<file path="config.mk">
export PLATFORM = sky130hd
export DESIGN_NAME = mips_mc_control_ws
export DESIGN_NICKNAME = d
export VERILOG_FILES = /design/src/rtl/mips_ctrl_pkg.sv /design/src/rtl/mem_wait_timer.sv /design/src/rtl/mips_mc_control_ws.sv
export SDC_FILE = /design/constraint.sdc
export NUM_CORES = 1
export LEC_CHECK = 0
export ABC_AREA = 1
export BUFFER_PORTS_ARGS = -buffer_cell sky130_fd_sc_hd__buf_2
export CORE_ASPECT_RATIO = 1.2
export CORE_MARGIN = 3
export CORE_UTILIZATION = 46
export DETAILED_ROUTE_END_ITERATION = 12
export PLACE_DENSITY = 0.75
export SYNTH_ARGS = -nofsm -noshare
export SYNTH_HDL_FRONTEND = slang
export SYNTH_SLANG_ARGS = --single-unit
</file>
<file path="constraint.sdc">
create_clock -name clk -period 1.35 [get_ports clk]
set_input_delay 0.135 -clock clk [delete_from_list [all_inputs] [get_ports clk]]
set_output_delay 0.135 -clock clk [all_outputs]
set_load 0.005 [all_outputs]
</file>
<file path="src/rtl/mips_ctrl_pkg.sv">
// mips_ctrl_pkg: shared states, opcodes, datapath codes and decode helpers
package mips_ctrl_pkg;
  typedef enum logic [3:0] {
    S_FETCH  = 4'd0,
    S_DECODE = 4'd1,
    S_MEMADR = 4'd2,
    S_MEMRD  = 4'd3,
    S_MEMWB  = 4'd4,
    S_MEMWR  = 4'd5,
    S_EXEC   = 4'd6,
    S_ALUWB  = 4'd7,
    S_BEQ    = 4'd8,
    S_BNE    = 4'd9,
    S_JUMP   = 4'd10,
    S_IMMEX  = 4'd11,
    S_IMMWB  = 4'd12,
    S_JAL    = 4'd13,
    S_TRAP   = 4'd14
  } state_t;
  localparam logic [5:0] OP_R    = 6'd0;
  localparam logic [5:0] OP_J    = 6'd2;
  localparam logic [5:0] OP_JAL  = 6'd3;
  localparam logic [5:0] OP_BEQ  = 6'd4;
  localparam logic [5:0] OP_BNE  = 6'd5;
  localparam logic [5:0] OP_ADDI = 6'd8;
  localparam logic [5:0] OP_SLTI = 6'd10;
  localparam logic [5:0] OP_ANDI = 6'd12;
  localparam logic [5:0] OP_ORI  = 6'd13;
  localparam logic [5:0] OP_LW   = 6'd35;
  localparam logic [5:0] OP_SW   = 6'd43;
  localparam logic [2:0] ALU_ADD   = 3'b000;
  localparam logic [2:0] ALU_SUB   = 3'b001;
  localparam logic [2:0] ALU_FUNCT = 3'b010;
  localparam logic [2:0] ALU_AND   = 3'b011;
  localparam logic [2:0] ALU_OR    = 3'b100;
  localparam logic [2:0] ALU_SLT   = 3'b101;
  localparam logic [1:0] RD_RT = 2'b00;
  localparam logic [1:0] RD_RD = 2'b01;
  localparam logic [1:0] RD_RA = 2'b10;
  localparam logic [1:0] TC_NONE    = 2'b00;
  localparam logic [1:0] TC_ILLEGAL = 2'b01;
  localparam logic [1:0] TC_BUS     = 2'b10;
  // Where DECODE sends each opcode; unknown or disabled opcodes trap
  function automatic state_t decode_op(input logic [5:0] op, input logic imm_en);
    return (op == OP_LW || op == OP_SW) ? S_MEMADR :
           op == OP_R   ? S_EXEC :
           op == OP_BEQ ? S_BEQ :
           op == OP_BNE ? S_BNE :
           op == OP_J   ? S_JUMP :
           op == OP_JAL ? S_JAL :
           (imm_en && (op == OP_ADDI || op == OP_SLTI || op == OP_ANDI || op == OP_ORI)) ? S_IMMEX :
           S_TRAP;
  endfunction
  // ALU operation for an immediate-form instruction
  function automatic logic [2:0] imm_alu_op(input logic [5:0] op);
    return op == OP_SLTI ? ALU_SLT :
           op == OP_ANDI ? ALU_AND :
           op == OP_ORI  ? ALU_OR  : ALU_ADD;
  endfunction
endpackage

</file>
<file path="src/rtl/mem_wait_timer.sv">
// mem_wait_timer: counts stalled memory cycles and flags the timeout limit
module mem_wait_timer #(
  parameter int TIMEOUT = 15
) (
  input  logic clk,
  input  logic rst_n,
  input  logic en,
  output logic expired
);
  logic [7:0] cnt;
  // Count while stalled; any cycle without a stall (state change) clears it
  always_ff @(posedge clk or negedge rst_n)
    if (!rst_n) cnt <= '0;
    else cnt <= en ? cnt + 8'd1 : '0;
  assign expired = cnt == 8'(TIMEOUT);
endmodule

</file>
<file path="src/rtl/mips_mc_control_ws.sv">
// mips_mc_control_ws: multicycle MIPS control FSM with memory wait states and traps
module mips_mc_control_ws
  import mips_ctrl_pkg::*;
#(
  parameter bit         IMM_EN       = 1'b1,
  parameter int         TIMEOUT      = 15,
  parameter logic [1:0] TRAP_VEC_SEL = 2'b11
) (
  input  logic       clk,
  input  logic       rst_n,
  input  logic [5:0] opcode,
  input  logic       mem_ready,
  output logic       mem_req,
  output logic       mem_write,
  output logic       ir_write,
  output logic       pc_write,
  output logic       beq,
  output logic       bne,
  output logic       reg_write,
  output logic       mem_to_reg,
  output logic       alu_src_a,
  output logic [1:0] reg_dst,
  output logic [1:0] alu_src_b,
  output logic [1:0] pc_src,
  output logic [2:0] alu_op,
  output logic [1:0] trap_cause,
  output logic [3:0] current_state
);
  state_t state, next;
  logic is_mem, expired;
  assign is_mem = state inside {S_FETCH, S_MEMRD, S_MEMWR};
  assign current_state = state;
  // Stop counting once the limit is hit so TRAP starts with a cleared counter
  mem_wait_timer #(.TIMEOUT(TIMEOUT)) u_timer (
    .clk    (clk),
    .rst_n  (rst_n),
    .en     (is_mem && !mem_ready && !expired),
    .expired(expired)
  );
  // State register and sticky trap cause captured on entry to TRAP
  always_ff @(posedge clk or negedge rst_n)
    if (!rst_n) begin
      state      <= S_FETCH;
      trap_cause <= TC_NONE;
    end else begin
      state <= next;
      if (next == S_TRAP) trap_cause <= state == S_DECODE ? TC_ILLEGAL : TC_BUS;
    end
  // Next-state logic; mem_ready beats a simultaneous timeout
  always_comb begin
    next = S_FETCH;
    case (state)
      S_FETCH:  next = mem_ready ? S_DECODE : expired ? S_TRAP : S_FETCH;
      S_DECODE: next = decode_op(opcode, IMM_EN);
      S_MEMADR: next = opcode == OP_LW ? S_MEMRD : S_MEMWR;
      S_MEMRD:  next = mem_ready ? S_MEMWB : expired ? S_TRAP : S_MEMRD;
      S_MEMWR:  next = mem_ready ? S_FETCH : expired ? S_TRAP : S_MEMWR;
      S_EXEC:   next = S_ALUWB;
      S_IMMEX:  next = S_IMMWB;
      default:  next = S_FETCH;
    endcase
  end
  // Output decode from the state, with FETCH enables qualified by mem_ready
  always_comb begin
    mem_req    = 1'b0;
    mem_write  = 1'b0;
    ir_write   = 1'b0;
    pc_write   = 1'b0;
    beq        = 1'b0;
    bne        = 1'b0;
    reg_write  = 1'b0;
    mem_to_reg = 1'b0;
    alu_src_a  = 1'b0;
    reg_dst    = RD_RT;
    alu_src_b  = 2'b00;
    pc_src     = 2'b00;
    alu_op     = ALU_ADD;
    case (state)
      S_FETCH: begin
        mem_req   = 1'b1;
        alu_src_b = 2'b01;
        ir_write  = mem_ready;
        pc_write  = mem_ready;
      end
      S_DECODE: alu_src_b = 2'b11;
      S_MEMADR: begin
        alu_src_a = 1'b1;
        alu_src_b = 2'b10;
      end
      S_MEMRD: mem_req = 1'b1;
      S_MEMWB: begin
        reg_write  = 1'b1;
        mem_to_reg = 1'b1;
      end
      S_MEMWR: begin
        mem_req   = 1'b1;
        mem_write = 1'b1;
      end
      S_EXEC: begin
        alu_src_a = 1'b1;
        alu_op    = ALU_FUNCT;
      end
      S_ALUWB: begin
        reg_write = 1'b1;
        reg_dst   = RD_RD;
      end
      S_IMMEX: begin
        alu_src_a = 1'b1;
        alu_src_b = 2'b10;
        alu_op    = imm_alu_op(opcode);
      end
      S_IMMWB: reg_write = 1'b1;
      S_BEQ, S_BNE: begin
        alu_src_a = 1'b1;
        alu_op    = ALU_SUB;
        pc_src    = 2'b01;
        beq       = state == S_BEQ;
        bne       = state == S_BNE;
      end
      S_JUMP: begin
        pc_src   = 2'b10;
        pc_write = 1'b1;
      end
      S_JAL: begin
        pc_src    = 2'b10;
        pc_write  = 1'b1;
        reg_write = 1'b1;
        reg_dst   = RD_RA;
      end
      S_TRAP: begin
        pc_src   = TRAP_VEC_SEL;
        pc_write = 1'b1;
      end
      default: ;
    endcase
  end
endmodule

</file>
==> Word-level counts from Yosys, hierarchy flattened <==
Index checks and enable logic that the tools add are counted.
{ "classes": {"mux": 33, "bitwise": 0, "n_lt_le_gt_ge": 0, "div": 0, "multipliers": 0, "eq_ne": 26, "reduce_logical": 18, "add_sub_neg": 1, "shift": 0} }
{ "ops": {"columns": ["op", "n"], "rows": [
  ["== test 4 bit (second input constant)", 8],
  ["two-way mux 4 bit", 8],
  ["case mux 4 bit (7 select lines)", 1],
  ["two-way mux 3 bit", 9],
  ["== test 6 x 4 -> 1 bit (second input constant)", 4],
  ["== test 4 x 3 -> 1 bit (second input constant)", 4],
  ["== test 6 x 2 -> 1 bit (second input constant)", 2],
  ["== test 6 x 3 -> 1 bit (second input constant)", 2],
  ["== test 6 bit (second input constant)", 2],
  ["case mux 2 bit (3 select lines)", 2],
  ["case mux 3 bit (3 select lines)", 1],
  ["adder 8 x 1 -> 8 bit (second input constant)", 1],
  ["== test 4 x 2 -> 1 bit (second input constant)", 2],
  ["== test 8 x 4 -> 1 bit (second input constant)", 1],
  ["two-way mux 1 bit", 8],
  ["two-way mux 8 bit", 1],
  ["logical NOT 6 bit", 1],
  ["OR reduction 2 bit", 3],
  ["OR reduction 3 bit", 2],
  ["OR reduction 5 bit", 1],
  ["== test 4 x 1 -> 1 bit (second input constant)", 1],
  ["logical NOT 4 bit", 1],
  ["logical OR 1 bit", 4],
  ["case mux 2 bit (2 select lines)", 1],
  ["6 further kinds", 8]
]} }
{ "word_totals": {"latch_bits": 0, "memories": 0, "in_bits": 9, "rom_bits": 0, "ram_bits": 0, "wordCells": 81, "reg_bits": 14, "output_inout_bits": 24} }

==> Depth between registers and ports, before layout <==
{ "logic_depth": {"word_depth": 13, "ltp_mapped": 11, "depth_no_buf": 11} }

==> Cells and area by module <==
From an unflattened synthesis, not the netlist that was laid out.
{ "hier_totals": {"cells_unflattened": 182, "hier_area_um2": 1206.2} }
{ "by_module_without_submodules": {"columns": ["mod", "seq_area_each_um2", "n_inst", "cells_each", "area_each_um2"], "rows": [
  ["mips_mc_control_ws", 150.1, 1, 135, 812.0],
  ["mem_wait_timer", 200.2, 1, 47, 394.1]
]} }

==> Worst setup path after synthesis <==
Ideal clock, no wire load.
{ "synth_path": {"path_kind": "register -> register", "start": "register u_timer.cnt[0]", "end": "register trap_cause[1]", "t_required_ps": 1228, "setup_ps": 122, "arrival_time_ps": 1321, "synth_period_minus_slack_ps": 1443, "path_slack_ps": -93, "path_stages_with_launch": 10, "path_buffers": 0, "path_cell_list": "dfrtp_1 -> ha_1 -> nand3_1 -> nor2_1 -> nand2_1 -> o21bai_1 -> nand2_1 -> nand3_2 -> nand2_1 -> nand2_1"} }
{ "synth_between": {"elab_chain_cells": 5, "elab_cells_between_ends": 9, "cone_classes": "eq/ne (2); mux (7)"} }
{ "synth_lines": {"columns": ["item", "line", "rtl"], "rows": [
  ["start, declared", "mem_wait_timer.sv:10", "logic [7:0] cnt;"],
  ["start signal, assigned", "mem_wait_timer.sv:14", "else cnt <= en ? cnt + 8'd1 : '0;"],
  ["== test 8 x 4 -> 1 bit (*)", "mem_wait_timer.sv:15", "assign expired = cnt == 8'(TIMEOUT);"],
  ["two-way mux 4 bit, on equally long branches (2 in series)", "mips_mc_control_ws.sv:57, mips_mc_control_ws.sv:53, mips_mc_control_ws.sv:56", null],
  ["case mux 4 bit (7 select lines) (*)", "mips_mc_control_ws.sv:52", "case (state)"],
  ["named net next[3]", "mips_mc_control_ws.sv:29", "state_t state, next;"],
  ["== test 4 bit (*)", "mips_mc_control_ws.sv:47", "if (next == S_TRAP) trap_cause <= state == S_DECODE ? TC_ILLEGAL : TC_BUS;"],
  ["end signal, assigned", "mips_mc_control_ws.sv:47", null],
  ["end, declared", "mips_mc_control_ws.sv:26", "output logic [1:0] trap_cause,"]
]} }
The timed path passes the listed nets; every way through them passes the cells marked *.
A chain may end at the register's enable or synchronous reset.

==> Worst setup path after layout <==
{ "layout_path": {"start": "register state[3], in the netlist current_state[3]", "end": "output port pc_write"} }
{ "layout_between": {"elab_chain_cells": 3, "elab_cells_between_ends": 6, "cone_classes": "eq/ne (3); mux (1); reduce/logical (2)"} }
{ "layout_lines": {"columns": ["item", "line", "rtl"], "rows": [
  ["start, declared", "mips_mc_control_ws.sv:29", null],
  ["start signal, assigned", "mips_mc_control_ws.sv:46", "state <= next;"],
  ["== test 4 bit", "mips_mc_control_ws.sv:78", "case (state)"],
  ["OR reduction 3 bit (no source line)", null, null],
  ["case mux 1 bit (2 select lines) (*)", "mips_mc_control_ws.sv:78", null],
  ["end, declared", "mips_mc_control_ws.sv:16", "output logic pc_write,"]
]} }
Every way passes the cells marked *; elsewhere a longest branch is shown, timed or not.

==> out/qor.log <==
qor: cells_and_area.antenna_cells_inserted 0
qor: floorplanning.num_rows 18
qor: clock_tree.cts_sinks 14
qor: worst_setup_path.cp.buffers_inverters 4
qor: timing.slew-limit-headroom 0.779
qor: flow_run.max_cap_viol_count 0
qor: cells_and_area.layout.core_utilization 0.851
qor: floorplanning.start_util 0.513
qor: placement.finalWeightedCongestion 0.914
qor: yosys.yosys_register_bits 14
qor: global_route.remaining_overflow_grt 0
qor: timing.totalNegativeSetupSlack -5460 ps
qor: detailed_routing.detailroute.via_count 1536
qor: timing.finalCriticalPeriod 1720 ps
qor: floorplanning.floorplan.core_area 2160 µm²
qor: timing.grt_setup_unrepaired yes
qor: timing.post-route-period-util 1.28
qor: clock_tree.cts-root-to-sink-buffers 2
qor: pwr.power-per-cell-area 1780 nW/µm²
qor: run_status.violated_checks setup timing
qor: timing.finalHoldWorstSlack 289 ps
qor: detailed_routing.drt-total-wl 4270 µm
qor: cells_and_area.area_delta_synth_final 66.0%
qor: global_route.grt_pass1_vias 1455
qor: timing.finalHoldViolations 0
qor: global_route.gr_util_met2 0.476
qor: worst_setup_path.worst_setup_path_end_kind primary output
qor: timing.clock.fmax 581 MHz
qor: worst_setup_path.crit_path_cell_trace nor2_4 -> inv_4 -> nor2_4 -> inv_2 -> nor2_4 -> inv_2 -> nand3_2 -> buf_2
qor: detailed_routing.route.antenna.remaining_nets 0
qor: worst_setup_path.cp_slowest_stage_delay 470 ps
qor: yosys.synth.yosys.warnings 0
qor: clock_tree.cts_made_buffers 3
qor: yosys.synthesis.instances 178
qor: worst_setup_path.critical_path.top_delay_family simple AND/OR/NAND/NOR gates
qor: cells_and_area.layout.nets 269
qor: global_route.global_route_wire_length_before_repair 5680 µm
qor: yosys.synth_flop_cell sky130_fd_sc_hd__dfrtp_1
qor: timing.clock_skew 10.2 ps
qor: global_route.globalRouteTotalUtil 0.245
qor: clock_tree.clock-root-buffer sky130_fd_sc_hd__clkbuf_4
qor: timing.actual_transition_at_the_worst_max_transition_pin 331 ps
qor: detailed_routing.remaining_design_rule_violation_count 0
qor: yosys.synth_top_area_cell sky130_fd_sc_hd__dfrtp_1
qor: floorplanning.num_io_pins 33
qor: yosys.yosys-top-cells-area sky130_fd_sc_hd__dfrtp_1 32%, sky130_fd_sc_hd__nand2_1 13%, sky130_fd_sc_hd__nor2_1 12%
qor: yosys.synth.net_count 188
qor: worst_hold_path.worstHoldPathType in -> async
qor: worst_setup_path.crit_top_cell sky130_fd_sc_hd__nor2_4
qor: pwr.final_power 3.27 mW
qor: worst_setup_path.cp_data_arrival_time 1590 ps
qor: yosys.synth_cell_types 24
qor: global_route.grt_busiest_layer met2
qor: yosys.synthesis.area_per_instance 6.23 µm²
qor: detailed_routing.drt_first_pass_iters 4
qor: detailed_routing.routedWlPerCell 14.8 µm
qor: floorplanning.die_height 59.8 µm
qor: pwr.vdd.ir_drop.worst 0.00156 V
qor: global_route.gr-usage-met1 0.240
qor: detailed_routing.detailedRoute.firstIterationViolations 54
qor: yosys.synth_enable_flop_cells 0
qor: worst_setup_path.cpMaxStageDelayCell sky130_fd_sc_hd__dfrtp_2
qor: floorplanning.die_area 3040 µm²
qor: placement.dp_hpwl 2610 µm
qor: global_route.grt_antenna_before_repair 0
qor: clock_tree.clkTransAtPathRegs 90 ps
qor: worst_setup_path.critical_path_required 1220 ps
qor: clock_tree.htree_num_levels 1
qor: timing.setup_viol_count_final 29
qor: cells_and_area.post_route_cells_drive_above_1_share 0.535
qor: worst_setup_path.worst_setup_path_category reg -> out
qor: global_route.grt_start_max_net_pins 15
qor: clock_tree.clkLatencyLatePin 280 ps
qor: yosys.synth_top_cell_area_share 0.316
qor: yosys.area_of_the_mapped_netlist 1110 µm²
qor: floorplanning.die_width 50.8 µm
qor: timing.setup_slack -372 ps
qor: global_route.use_met3 0.0299
qor: worst_setup_path.crit_path_start_kind flip-flop
qor: run_status.run_status finished with violations
qor: cells_and_area.fill_cells 128
qor: yosys.seq_area_frac_synth 0.316
qor: pwr.leakage 1.09 nW
qor: placement.port_buffers 32
qor: worst_setup_path.critical_path_peak_fanout 6
qor: timing.report.final.slew_viol_count 0
qor: clock_tree.tritoncts_clock_tree yes
qor: detailed_routing.drt-vias-per-instance 5.33
qor: yosys.async_flop_share 1.00
routing by layer:
layer	vias up	routed length, µm
li1	716	-
met4	0	218
met3	23	201
met1	726	1510
met5	-	0
met2	71	2340
through the flow:
step | std cells | setup slack [ps] | area, µm²
floorplan | 178 | -21.1 | 1120
global placement | 274 | -99.5 | 1580
detailed placement | 274 | -184 | 1580
CTS | 283 | -273 | 1700
global route | 288 | -439 | 1840
finish | 288 | -372 | 1840
layout by cell type (no fill, tap or decap), types with 2 or more instances in the layout:
cell type                   n
sky130_fd_sc_hd__buf_6      5
sky130_fd_sc_hd__and3_1     2
sky130_fd_sc_hd__nor2_1    26
sky130_fd_sc_hd__nand4_1    4
sky130_fd_sc_hd__nand2_1   31
sky130_fd_sc_hd__inv_1     20
sky130_fd_sc_hd__nand3_1   15
sky130_fd_sc_hd__nor3_1     3
sky130_fd_sc_hd__nand2_4    2
sky130_fd_sc_hd__a21oi_1    4
sky130_fd_sc_hd__buf_4     38
sky130_fd_sc_hd__nand3_2    6
sky130_fd_sc_hd__inv_4      2
sky130_fd_sc_hd__nand2_2    6
sky130_fd_sc_hd__inv_2     13
sky130_fd_sc_hd__dfrtp_2    4
sky130_fd_sc_hd__nor2_4     8
sky130_fd_sc_hd__buf_2     32
sky130_fd_sc_hd__o21ai_2    2
sky130_fd_sc_hd__nor2_2     9
sky130_fd_sc_hd__nor3b_2    2
sky130_fd_sc_hd__clkbuf_4   3
sky130_fd_sc_hd__dfrtp_1   10
final timing paths:
path | from | endpoint | slack, ps | depth (start not counted)
max | current_state[3]$_DFF_PN0_ | pc_write | -370 | 8
min | rst_n | u_timer.cnt[1]$_DFF_PN0_ | 290 | 2
max reg2reg | current_state[3]$_DFF_PN0_ | trap_cause[1]$_DFFE_PN0N_ | -250 | 10
min reg2reg | trap_cause[1]$_DFFE_PN0N_ | trap_cause[1]$_DFFE_PN0N_ | 490 | 2
max in group asynchronous | rst_n | current_state[2]$_DFF_PN0_ | 800 | 2
min in group clk | mem_ready | u_timer.cnt[3]$_DFF_PN0_ | 340 | 5
cell usage after synthesis (2+ instances only):
library cell               instances
sky130_fd_sc_hd__nand2_1          37
sky130_fd_sc_hd__nor2_1           35
sky130_fd_sc_hd__inv_1            27
sky130_fd_sc_hd__nand3_1          19
sky130_fd_sc_hd__dfrtp_1          14
sky130_fd_sc_hd__inv_2             8
sky130_fd_sc_hd__nor2_2            7
sky130_fd_sc_hd__a21oi_1           4
sky130_fd_sc_hd__nand4_1           4
sky130_fd_sc_hd__nor3_1            4
sky130_fd_sc_hd__and3_1            2
sky130_fd_sc_hd__nand2_2           2
sky130_fd_sc_hd__nand3_2           2
sky130_fd_sc_hd__o21ai_0           2
sky130_fd_sc_hd__o21bai_1          2
power by group:
group	switching, mW	total (mW)	internal [mW]
Combinational	1.23	2.33	1.10
Sequential	0.137	0.648	0.511
Clock	0.130	0.293	0.164
Total	1.50	3.27	1.77
logic make-up (layout without fill, tap and decap cells):
group,after synthesis,in the layout,share of synthesized area
flops,14,14,0.316
fa+ha+maj,1,1,0.0113
simple gates,117,117,0.491
xor+xnor,1,1,0.00790
compound gates,10,10,0.0553
buf+inv,35,115,0.119
final cells by class:
class / count / area (µm²) / share of cell area
Multi-Input combinational cell: 129 / 763 / 0.415
Timing Repair Buffer: 76 / 512 / 0.278
Sequential cell: 14 / 355 / 0.193
Inverter: 35 / 136 / 0.0741
Tap cell: 30 / 37.5 / 0.0204
Clock buffer: 4 / 36.3 / 0.0197
worst register-to-register path, delay by kind of cell, from the launching register on:
family	cells	cell delay (ps)
and+or+nand+nor	10	1020
DFF	1	470
registers in the layout, indices dropped and copies added (netlist names):
name	flops
u_timer.cnt	8
trap_cause	2
current_state	4
what timing repair did:
item / 4_1_cts / 5_1_grt
pin swaps: 4 / 13
hold buffers: 1 / 0
buffers inserted: 5 / 7
endpoints found under the setup margin: 32 / 32
hold endpoints to repair: 14 / 0
gates resized for setup: 19 / 32
Power figures use the tool's default switching activity.
